**src/rtl/tokenflow_pkg.sv**
```systemverilog
// Shared constants for the tokenflow sequence generator: FSM state encoding,
// generation-mode codes and the default ack synchroniser depth.
package tokenflow_pkg;

  localparam logic [1:0] ST_WAIT_LOW = 2'd0;
  localparam logic [1:0] ST_CALC     = 2'd1;
  localparam logic [1:0] ST_PRESENT  = 2'd2;

  localparam logic [1:0] MODE_PRONIC = 2'd0;
  localparam logic [1:0] MODE_SQUARE = 2'd1;
  localparam logic [1:0] MODE_SCALE  = 2'd2;
  localparam logic [1:0] MODE_BYPASS = 2'd3;

  localparam int SYNC_STAGES_DEFAULT = 2;

endpackage

```
**src/rtl/tokenflow_seq_gen_mul.sv**
```systemverilog
// Iterative LSB-first shift-add multiplier, product truncated mod 2^W.
// The first partial product is folded into the load so done pulses in the W-th cycle after start.
module shift_add_mul #(
  parameter int W = 16
) (
  input  logic         clk,
  input  logic         reset,
  input  logic         start,
  input  logic [W-1:0] a,
  input  logic [W-1:0] b,
  output logic         done,
  output logic [W-1:0] p
);

  localparam int CW = $clog2(W + 1);

  logic [W-1:0]  acc;
  logic [W-1:0]  a_sh;
  logic [W-1:0]  b_sh;
  logic [CW-1:0] cnt;
  logic          run;

  // NOTE: sequential state uses non-blocking assignments so every flop sees pre-edge values.
  always_ff @(posedge clk) begin
    if (reset) begin
      acc  <= '0;
      a_sh <= '0;
      b_sh <= '0;
      cnt  <= '0;
      run  <= 1'b0;
    end else if (start) begin
      acc  <= b[0] ? a : '0;
      a_sh <= a << 1;
      b_sh <= b >> 1;
      cnt  <= CW'(W - 1);
      run  <= 1'b1;
    end else if (run) begin
      if (cnt != '0) begin
        acc  <= acc + (b_sh[0] ? a_sh : '0);
        a_sh <= a_sh << 1;
        b_sh <= b_sh >> 1;
        cnt  <= cnt - 1'b1;
      end else begin
        run <= 1'b0;
      end
    end
  end

  assign done = run && (cnt == '0);
  assign p    = acc;

endmodule

```
**src/rtl/tokenflow_seq_gen.sv**
```systemverilog
// Token generator on a 4-phase bundled-data req/ack channel; each token is
// x*(x+1), x*x, x*coef or x, computed by the shift-add multiplier.
module tokenflow_seq_gen
  import tokenflow_pkg::*;
#(
  parameter int W           = 16,
  parameter int SYNC_STAGES = SYNC_STAGES_DEFAULT
) (
  input  logic         clk,
  input  logic         reset,
  input  logic [1:0]   mode,
  input  logic [W-1:0] coef,
  output logic         out_req,
  output logic [W-1:0] out_data,
  input  logic         out_ack,
  output logic         busy
);

  logic [1:0]             state;
  logic [W-1:0]           x;
  logic [1:0]             mode_r;
  logic [SYNC_STAGES-1:0] ack_sync;
  logic [SYNC_STAGES-1:0] sync_fill;
  logic                   ack_s;
  logic                   ack_low;
  logic                   start;
  logic [W-1:0]           b_sel;
  logic                   mul_done;
  logic [W-1:0]           mul_p;

  assign ack_s = ack_sync[SYNC_STAGES-1];
  // The chain is cleared by reset, so ack_s only reflects the pin once it has
  // flushed through; otherwise a receiver holding ack high would be missed.
  assign ack_low = sync_fill[SYNC_STAGES-1] && !ack_s;
  assign busy    = (state == ST_CALC);

  // NOTE: every signal driven here gets a default first so no latch is inferred.
  always_comb begin
    b_sel = x;
    start = (state == ST_WAIT_LOW) && ack_low && (mode != MODE_BYPASS);
    case (mode)
      MODE_PRONIC: b_sel = x + 1'b1;
      MODE_SQUARE: b_sel = x;
      MODE_SCALE:  b_sel = coef;
      default:     b_sel = x;
    endcase
  end

  shift_add_mul #(.W(W)) u_mul (
    .clk   (clk),
    .reset (reset),
    .start (start),
    .a     (x),
    .b     (b_sel),
    .done  (mul_done),
    .p     (mul_p)
  );

  always_ff @(posedge clk) begin
    if (reset) begin
      state     <= ST_WAIT_LOW;
      x         <= '0;
      mode_r    <= MODE_PRONIC;
      out_req   <= 1'b0;
      out_data  <= '0;
      ack_sync  <= '0;
      sync_fill <= '0;
    end else begin
      ack_sync  <= {ack_sync[SYNC_STAGES-2:0], out_ack};
      sync_fill <= {sync_fill[SYNC_STAGES-2:0], 1'b1};
      case (state)
        ST_WAIT_LOW: begin
          if (ack_low) begin
            mode_r <= mode;
            state  <= ST_CALC;
          end
        end
        ST_CALC: begin
          if (mode_r == MODE_BYPASS) begin
            out_data <= x;
            out_req  <= 1'b1;
            state    <= ST_PRESENT;
          end else if (mul_done) begin
            out_data <= mul_p;
            out_req  <= 1'b1;
            state    <= ST_PRESENT;
          end
        end
        ST_PRESENT: begin
          if (ack_s) begin
            out_req <= 1'b0;
            x       <= x + 1'b1;
            state   <= ST_WAIT_LOW;
          end
        end
        default: state <= ST_WAIT_LOW;
      endcase
    end
  end

endmodule

```
**config.mk**
```make
export PLATFORM = sky130hd
export DESIGN_NAME = tokenflow_seq_gen
export DESIGN_NICKNAME = d
export VERILOG_FILES = /design/src/rtl/tokenflow_pkg.sv /design/src/rtl/tokenflow_seq_gen_mul.sv /design/src/rtl/tokenflow_seq_gen.sv
export SDC_FILE = /design/constraint.sdc
export NUM_CORES = 1
export LEC_CHECK = 0
export ABC_AREA = 0
export CAP_MARGIN = 20
export CELL_PAD_IN_SITES_DETAIL_PLACEMENT = 1
export CELL_PAD_IN_SITES_GLOBAL_PLACEMENT = 2
export CORE_MARGIN = 8
export CORE_UTILIZATION = 32
export DETAILED_ROUTE_END_ITERATION = 12
export GPL_TIMING_DRIVEN = 0
export PLACE_DENSITY = 0.88
export SETUP_SLACK_MARGIN = 0.3
export SLEW_MARGIN = 20
export SYNTH_ARGS = -nofsm -noshare
export SYNTH_HDL_FRONTEND = slang
export SYNTH_SLANG_ARGS = --single-unit
```
**constraint.sdc**
```tcl
create_clock -name clk -period 2.7 [get_ports clk]
set_input_delay 0.405 -clock clk [delete_from_list [all_inputs] [get_ports clk]]
set_output_delay 0.405 -clock clk [all_outputs]
set_load 0.02 [all_outputs]
```
# Yosys cells after proc, flatten, opt, wreduce, memory -nomap -nowiden
# Cells that the tools add are included.
[word_totals] wordCells=76 out_inout_bits=18 in_bits=21 regBits=93
[op_classes] reduce_logical=21 n_addsub=3 n_mux=30 n_eq_ne=8
[ops] cell="two-way mux 16 bit" count=10
[ops] cell="two-way mux 15 bit" count=3
[ops] cell="case mux 16 bit (2 select lines)" count=1
[ops] cell="adder 16 x 1 -> 16 bit (second input constant)" count=1
[ops] cell="adder 16 bit" count=1
[ops] cell="two-way mux 4 bit" count=3
[ops] cell="AND reduction 2 bit" count=5
[ops] cell="two-way mux 2 bit" count=4
[ops] cell="nonzero test 2 bit" count=4
[ops] cell="two-way mux 1 bit" count=7
[ops] cell="equality test 2 bit (second input constant)" count=3
[ops] cell="!= test 2 bit (second input constant)" count=3
[ops] cell="case mux 2 bit (3 select lines)" count=1
[ops] cell="AND reduction 3 bit" count=2
[ops] cell="logical NOT 5 bit" count=1
[ops] cell="nonzero test 5 bit" count=1
[ops] cell="subtractor 5 x 1 -> 5 bit (second input constant)" count=1
[ops] cell="logical AND 1 bit" count=4
[ops] cell="logical NOT 2 bit" count=2
[ops] cell="!= test 3 x 1 -> 1 bit (second input constant)" count=1
[ops] cell="equality test 2 x 1 -> 1 bit (second input constant)" count=1
[ops] cell="case mux 1 bit (2 select lines)" count=1
[ops] cell="OR reduction 2 bit" count=1
[ops] cell="logical NOT 1 bit" count=1

# Depth between registers and ports, before layout
[logic_depth] word_depth=6 mapped_depth=11 ltp_nobuf=10

# Hierarchy
# From an unflattened synthesis, not the netlist that was laid out.
[unflattened] hier_cells=720 area_unflattened_um2=5424.0
[modules_own_cells] mod="shift_add_mul" n_inst=1 area_per_inst_um2=3015.4 seq_area_each_um2=1041.0 cells_each=405
[modules_own_cells] mod="tokenflow_seq_gen" n_inst=1 area_per_inst_um2=2408.6 seq_area_each_um2=820.8 cells_each=315

# Worst setup path before layout
# OpenSTA, ideal clock, no wires.
[synth_path] path_kind="reg-to-reg" start="register u_mul.b_sh[0]" end="register u_mul.acc[11] (netlist: u_mul.p[11])" setup_time_ns=0.103 required_time_ns=2.597 n_path_buf=1 stages_incl_launch_ff=12 path_slack_ns=0.164 t_arrival_ns=2.433 synth_period_minus_slack_ns=2.536 cell_sequence="dfxtp_1 > clkbuf_1 > and2_1 > ha_1 > inv_1 > fa_1 > nor2b_1 > o21a_1 > a311o_1 > a31oi_4 > xor2_1 > a2111oi_2"
[synth_between] elab_chain_len=5
[synth_rtl] element="start, declared" line_no="tokenflow_seq_gen_mul.sv:19" rtl="logic [W-1:0] b_sh;"
[synth_rtl] element="start signal, assigned" line_no="tokenflow_seq_gen_mul.sv:34" rtl="b_sh <= b >> 1;"
[synth_rtl] element="start signal, assigned" line_no="tokenflow_seq_gen_mul.sv:41" rtl="b_sh <= b_sh >> 1;"
[synth_rtl] element="two-way mux 16 bit" line_no="tokenflow_seq_gen_mul.sv:39" rtl="acc <= acc + (b_sh[0] ? a_sh : '0);"
[synth_rtl] element="adder 16 bit" line_no="tokenflow_seq_gen_mul.sv:39"
[synth_rtl] element="two-way mux 16 bit" line_no="tokenflow_seq_gen_mul.sv:38" rtl="if (cnt != '0) begin"
[synth_rtl] element="two-way mux 16 bit" line_no="tokenflow_seq_gen_mul.sv:37" rtl="end else if (run) begin"
[synth_rtl] element="two-way mux 16 bit" line_no="tokenflow_seq_gen_mul.sv:31" rtl="end else if (start) begin"
[synth_rtl] element="end signal, assigned" line_no="tokenflow_seq_gen_mul.sv:32" rtl="acc <= b[0] ? a : '0;"
[synth_rtl] element="end signal, assigned" line_no="tokenflow_seq_gen_mul.sv:39"
[synth_rtl] element="end, declared" line_no="tokenflow_seq_gen_mul.sv:17" rtl="logic [W-1:0] acc;"
# No other way between the ends. The select of a mux whose other input is x is not followed.
# A chain may end at the register's enable or synchronous reset.

# Final worst setup path
[layout_path] start="register u_mul.b_sh[0]" end="register u_mul.acc[13] (netlist: u_mul.p[13])"
# Same word-level chain as after synthesis.

==> results.yml <==
pwr:
  internal_power_consumption_mw: 2.368
  power_frac_comb_pct: 15.1
  power.share.sequential_pct: 45.0
  clock_network_power_share_pct: 39.8
  power_leakage_nw: 2.318
  power.switching_mw: 0.9391
  ir_worst_vdd_uv: 351.9
  power.density_cell_area_nw_per_um2: 503.9
  power_switching_share_pct: 28.39
critical_path:
  worst-endpoint-required_ns: 2.92
  critPathMostFrequentCell: "buf_6"
  endpoint_kind: "flip-flop"
  critical-path-slowest-cell: "dfxtp_4"
  worst-endpoint-arrival_ns: 2.78
  path_class: "flip-flop to flip-flop"
  crit_chain: "buf_8 > and2_4 > ha_4 > inv_2 > fa_2 > nor2b_1 > o21a_1 > a311o_1 > a31oi_4 > buf_6 > buf_6 > mux2i_1 > o22ai_1"
  start_kind: "flip-flop"
  max_stage_delay_on_crit_path_ns: 0.36
  cp_max_fo: 3
logic_synthesis:
  synth_area_leader_cell: "dfxtp_1"
  synthCells: 681
  postSynth.topFlopCell: "dfxtp_1"
  ys_seq_area_share_pct: 34.64
  total_of_warnings_raised_by_yosys: 0
  synth_seq_cells: 93
  ys_types: 66
  synth-edff-count: 0
  synth_area_leaders: "dfxtp_1 35%, nand2_1 6.6%, a21oi_1 5.8%, a311oi_1 5.7%, nor2_1 4.7%"
  yosysTopAreaCellShare_pct: 34.64
  syn-mean-instance-area_um2: 7.893
  synthArstFlopShare_pct: 0
  syn-num-nets: 723
  post_synth_instance_area_um2: 5375
timing:
  maxClockFrequency_mhz: 391.1
  worst_pin_slew_ns: 0.7694
  grt_setup_unrepaired: "yes"
  hold_slack_ns: 0.4539
  slew-limit-headroom_pct: 48.70
  clock-skew-final_ns: 0.007002
  fin_crit_sh_pct: 94.70
  setup_viol: 0
  final_max_slew_viol_count: 0
  finalHoldViolations: 0
  aggregate_negative_setup_slack_ns: 0
  fin_crit_ns: 2.557
die:
  floorplan.core_area_um2: 16520
  placement_rows: 47
  ios: 39
  floorplan.die_area_um2: 21200
  die_width_um: 145.6
  die_h_um: 145.6
  starting_density_pct: 32.53
detailed_routing:
  route.vias.total: 5497
  wire_per_inst_um: 21.36
  detail_route.first_pass.iterations: 4
  detail-route-antenna-nets: 0
  totalWireLength_um: 20590
  vias_per_cell: 5.702
  dr.first_iter.drc_count: 401
  drc: 0
placed_design:
  placedInstanceArea_um2: 6022
  detailed_place_hpwl_um: 15280
  gp_congestion: 0.8758
  place.port_buffers: 36
layout:
  fin_nets: 781
  final_core_util_pct: 39.72
  finalInstanceArea_um2: 6564
  insertedDiodeCount: 0
  layout-area-overhead-vs-synth_pct: 22.11
  drive_gt1_share_pct: 13.04
outcome:
  outcome: "finished, final reports clean"
global_route:
  groute.usage.overall_pct: 19.12
  antenna_found_initial: 0
  grt.overflow.total: 0
  grt_start_max_net_pins: 15
  grt_pass1_wl_um: 32020
  first_global_vias: 5736
clock_tree:
  cts_sinks: 93
  cts.htree.levels: 3
  clock_latency_of_the_later_clocked_register_in_the_worst_skew_pair_ns: 0.36
  cts.reportedPaths.clkPinSlew_ns: 0.07
  number_of_buffers_added_by_the_clock_tree_synthesis_step: 9
  cts_tree: "yes"
  clk_path_buf_depth: 2
  clk_root_buffer_cell: "clkbuf_16"
worst_hold_path:
  min_path_type: "flip-flop to flip-flop"
job:
  drv_cap: 0
## cells by family after synthesis
kind of cell	after synthesis	synth area share, %
AOI/OAI and AO/OA	180	23.21
muxes	15	2.886
and+or+nand+nor	271	23.49
xor gates and xnor gates	28	4.562
DFF	93	34.64
adders and majority gates	21	5.028
buffers and inverters	73	6.192
## layer usage
metal / GRT usage (%) / routed length, um / up-vias
li1: - / - / 2552
met1: 23.47 / 9085 / 2713
met2: 32.08 / 9713 / 185
met3: 3.078 / 1005 / 47
met4: 9.162 / 786 / 0
met5: 0 / 0 / -
## power groups by stage
stage / clock network, mW / registers [mW] / logic [mW]
3_5_place_dp: 0 / 1.52 / 0.466
2_1_floorplan: 0 / 1.51 / 0.295
3_3_place_gp: 0 / 1.51 / 0.449
4_1_cts: 1.34 / 1.49 / 0.477
6_report: 1.32 / 1.49 / 0.501
5_1_grt: 1.39 / 1.49 / 0.537
## synth_stat cells, drive strengths merged (2+ instances only)
library cell	n
xnor2	12
o21ai	25
a21o	4
ha	20
nand2b	4
nor3b	2
buf	33
dfxtp	93
and2	18
a211o	2
nor3	15
o32ai	4
nand3	28
nor4	2
nor2	71
mux2i	11
a21boi	2
o21a	2
a221oi	6
o22ai	3
a2111oi	3
a211oi	9
mux2	4
a311oi	35
inv	12
nand4	5
and3	5
clkbuf	27
nor2b	9
xor2	16
nand2	95
a32oi	2
a22oi	4
a31oi	6
or3	13
a21oi	63
## path summary, 6_finish.rpt
check	start	to	slack [ns]	depth (start not counted)
setup / recovery	u_mul.b_sh[0]$_SDFFE_PP0P_	u_mul.p[13]$_SDFFE_PP0P_	0.14	13
hold / removal	ack_sync[0]$_SDFF_PP0_	ack_sync[1]$_SDFF_PP0_	0.45	1
setup reg to reg	u_mul.b_sh[0]$_SDFFE_PP0P_	u_mul.p[13]$_SDFFE_PP0P_	0.14	13
hold reg to reg	ack_sync[0]$_SDFF_PP0_	ack_sync[1]$_SDFF_PP0_	0.45	1
## worst max-delay path, delay by kind of cell (launching register included)
kind	cells	cell delay, ns
muxes	1	0.18
adders and majority gates	2	0.35
buffers and inverters	4	0.40
AOI/OAI and AO/OA	4	0.93
and+or+nand+nor	2	0.20
DFF	1	0.36
## registers in the layout, indices dropped and copies added, names as in the netlist
name,count
state,2
u_mul.p,16
ack_sync,2
u_mul.a_sh,15
sync_fill,2
u_mul.b_sh,15
u_mul.run,1
out_req,1
mode_r,2
u_mul.cnt,5
x,16
out_data,16
## placed cells by master (no fill, tap or decap), types with 5 or more instances in the layout
| cell type | netlist | layout |
|---|---|---|
| o21ai_0 | 24 | 22 |
| and3_1 | 5 | 5 |
| ha_1 | 20 | 16 |
| a311oi_1 | 35 | 33 |
| nand2_1 | 94 | 94 |
| nor2b_1 | 9 | 9 |
| xnor2_1 | 12 | 12 |
| a221oi_1 | 5 | 5 |
| buf_6 | 2 | 5 |
| or3_1 | 13 | 13 |
| nor2_1 | 68 | 68 |
| nand3_1 | 28 | 28 |
| nor3_1 | 15 | 15 |
| clkbuf_1 | 26 | 25 |
| mux2i_1 | 11 | 11 |
| buf_4 | 3 | 11 |
| inv_1 | 12 | 11 |
| a21oi_1 | 62 | 61 |
| clkdlybuf4s50_1 | 0 | 36 |
| buf_2 | 23 | 23 |
| a211oi_1 | 8 | 6 |
| and2_1 | 18 | 17 |
| dfxtp_1 | 93 | 92 |
| clkbuf_16 | 0 | 9 |
| xor2_1 | 16 | 14 |
## stage by stage
stage	worst slack [ns]	cells	power (mW)
after floorplan	0.3037	681	1.802
after global placement	-0.1248	937	1.961
after detailed placement	-0.1641	937	1.984
after CTS	0.2280	960	3.304
after global routing	0.06527	964	3.424
final	0.1432	964	3.307
## what timing repair did
| item | in CTS | in global routing |
|---|---|---|
| endpoints found under the setup margin | 30 | 35 |
| pin swaps | 8 | 8 |
| hold buffers | 0 | 0 |
| gates resized for setup | 16 | 22 |
| setup buffers | 7 | 4 |
| endpoints found under the hold margin | 0 | 0 |
## final cells by class
class,instances,area (um^2)
sequential,93,1866
inverter,13,48.80
timing repair buffer,47,454.2
clock buffer,12,246.5
buffer,60,304.0
multi-input combinational,515,3322
tap,220,275.3
fill,1967,9961
clock inverter,4,47.55
Note: power is estimated with default switching activity, not from simulation.
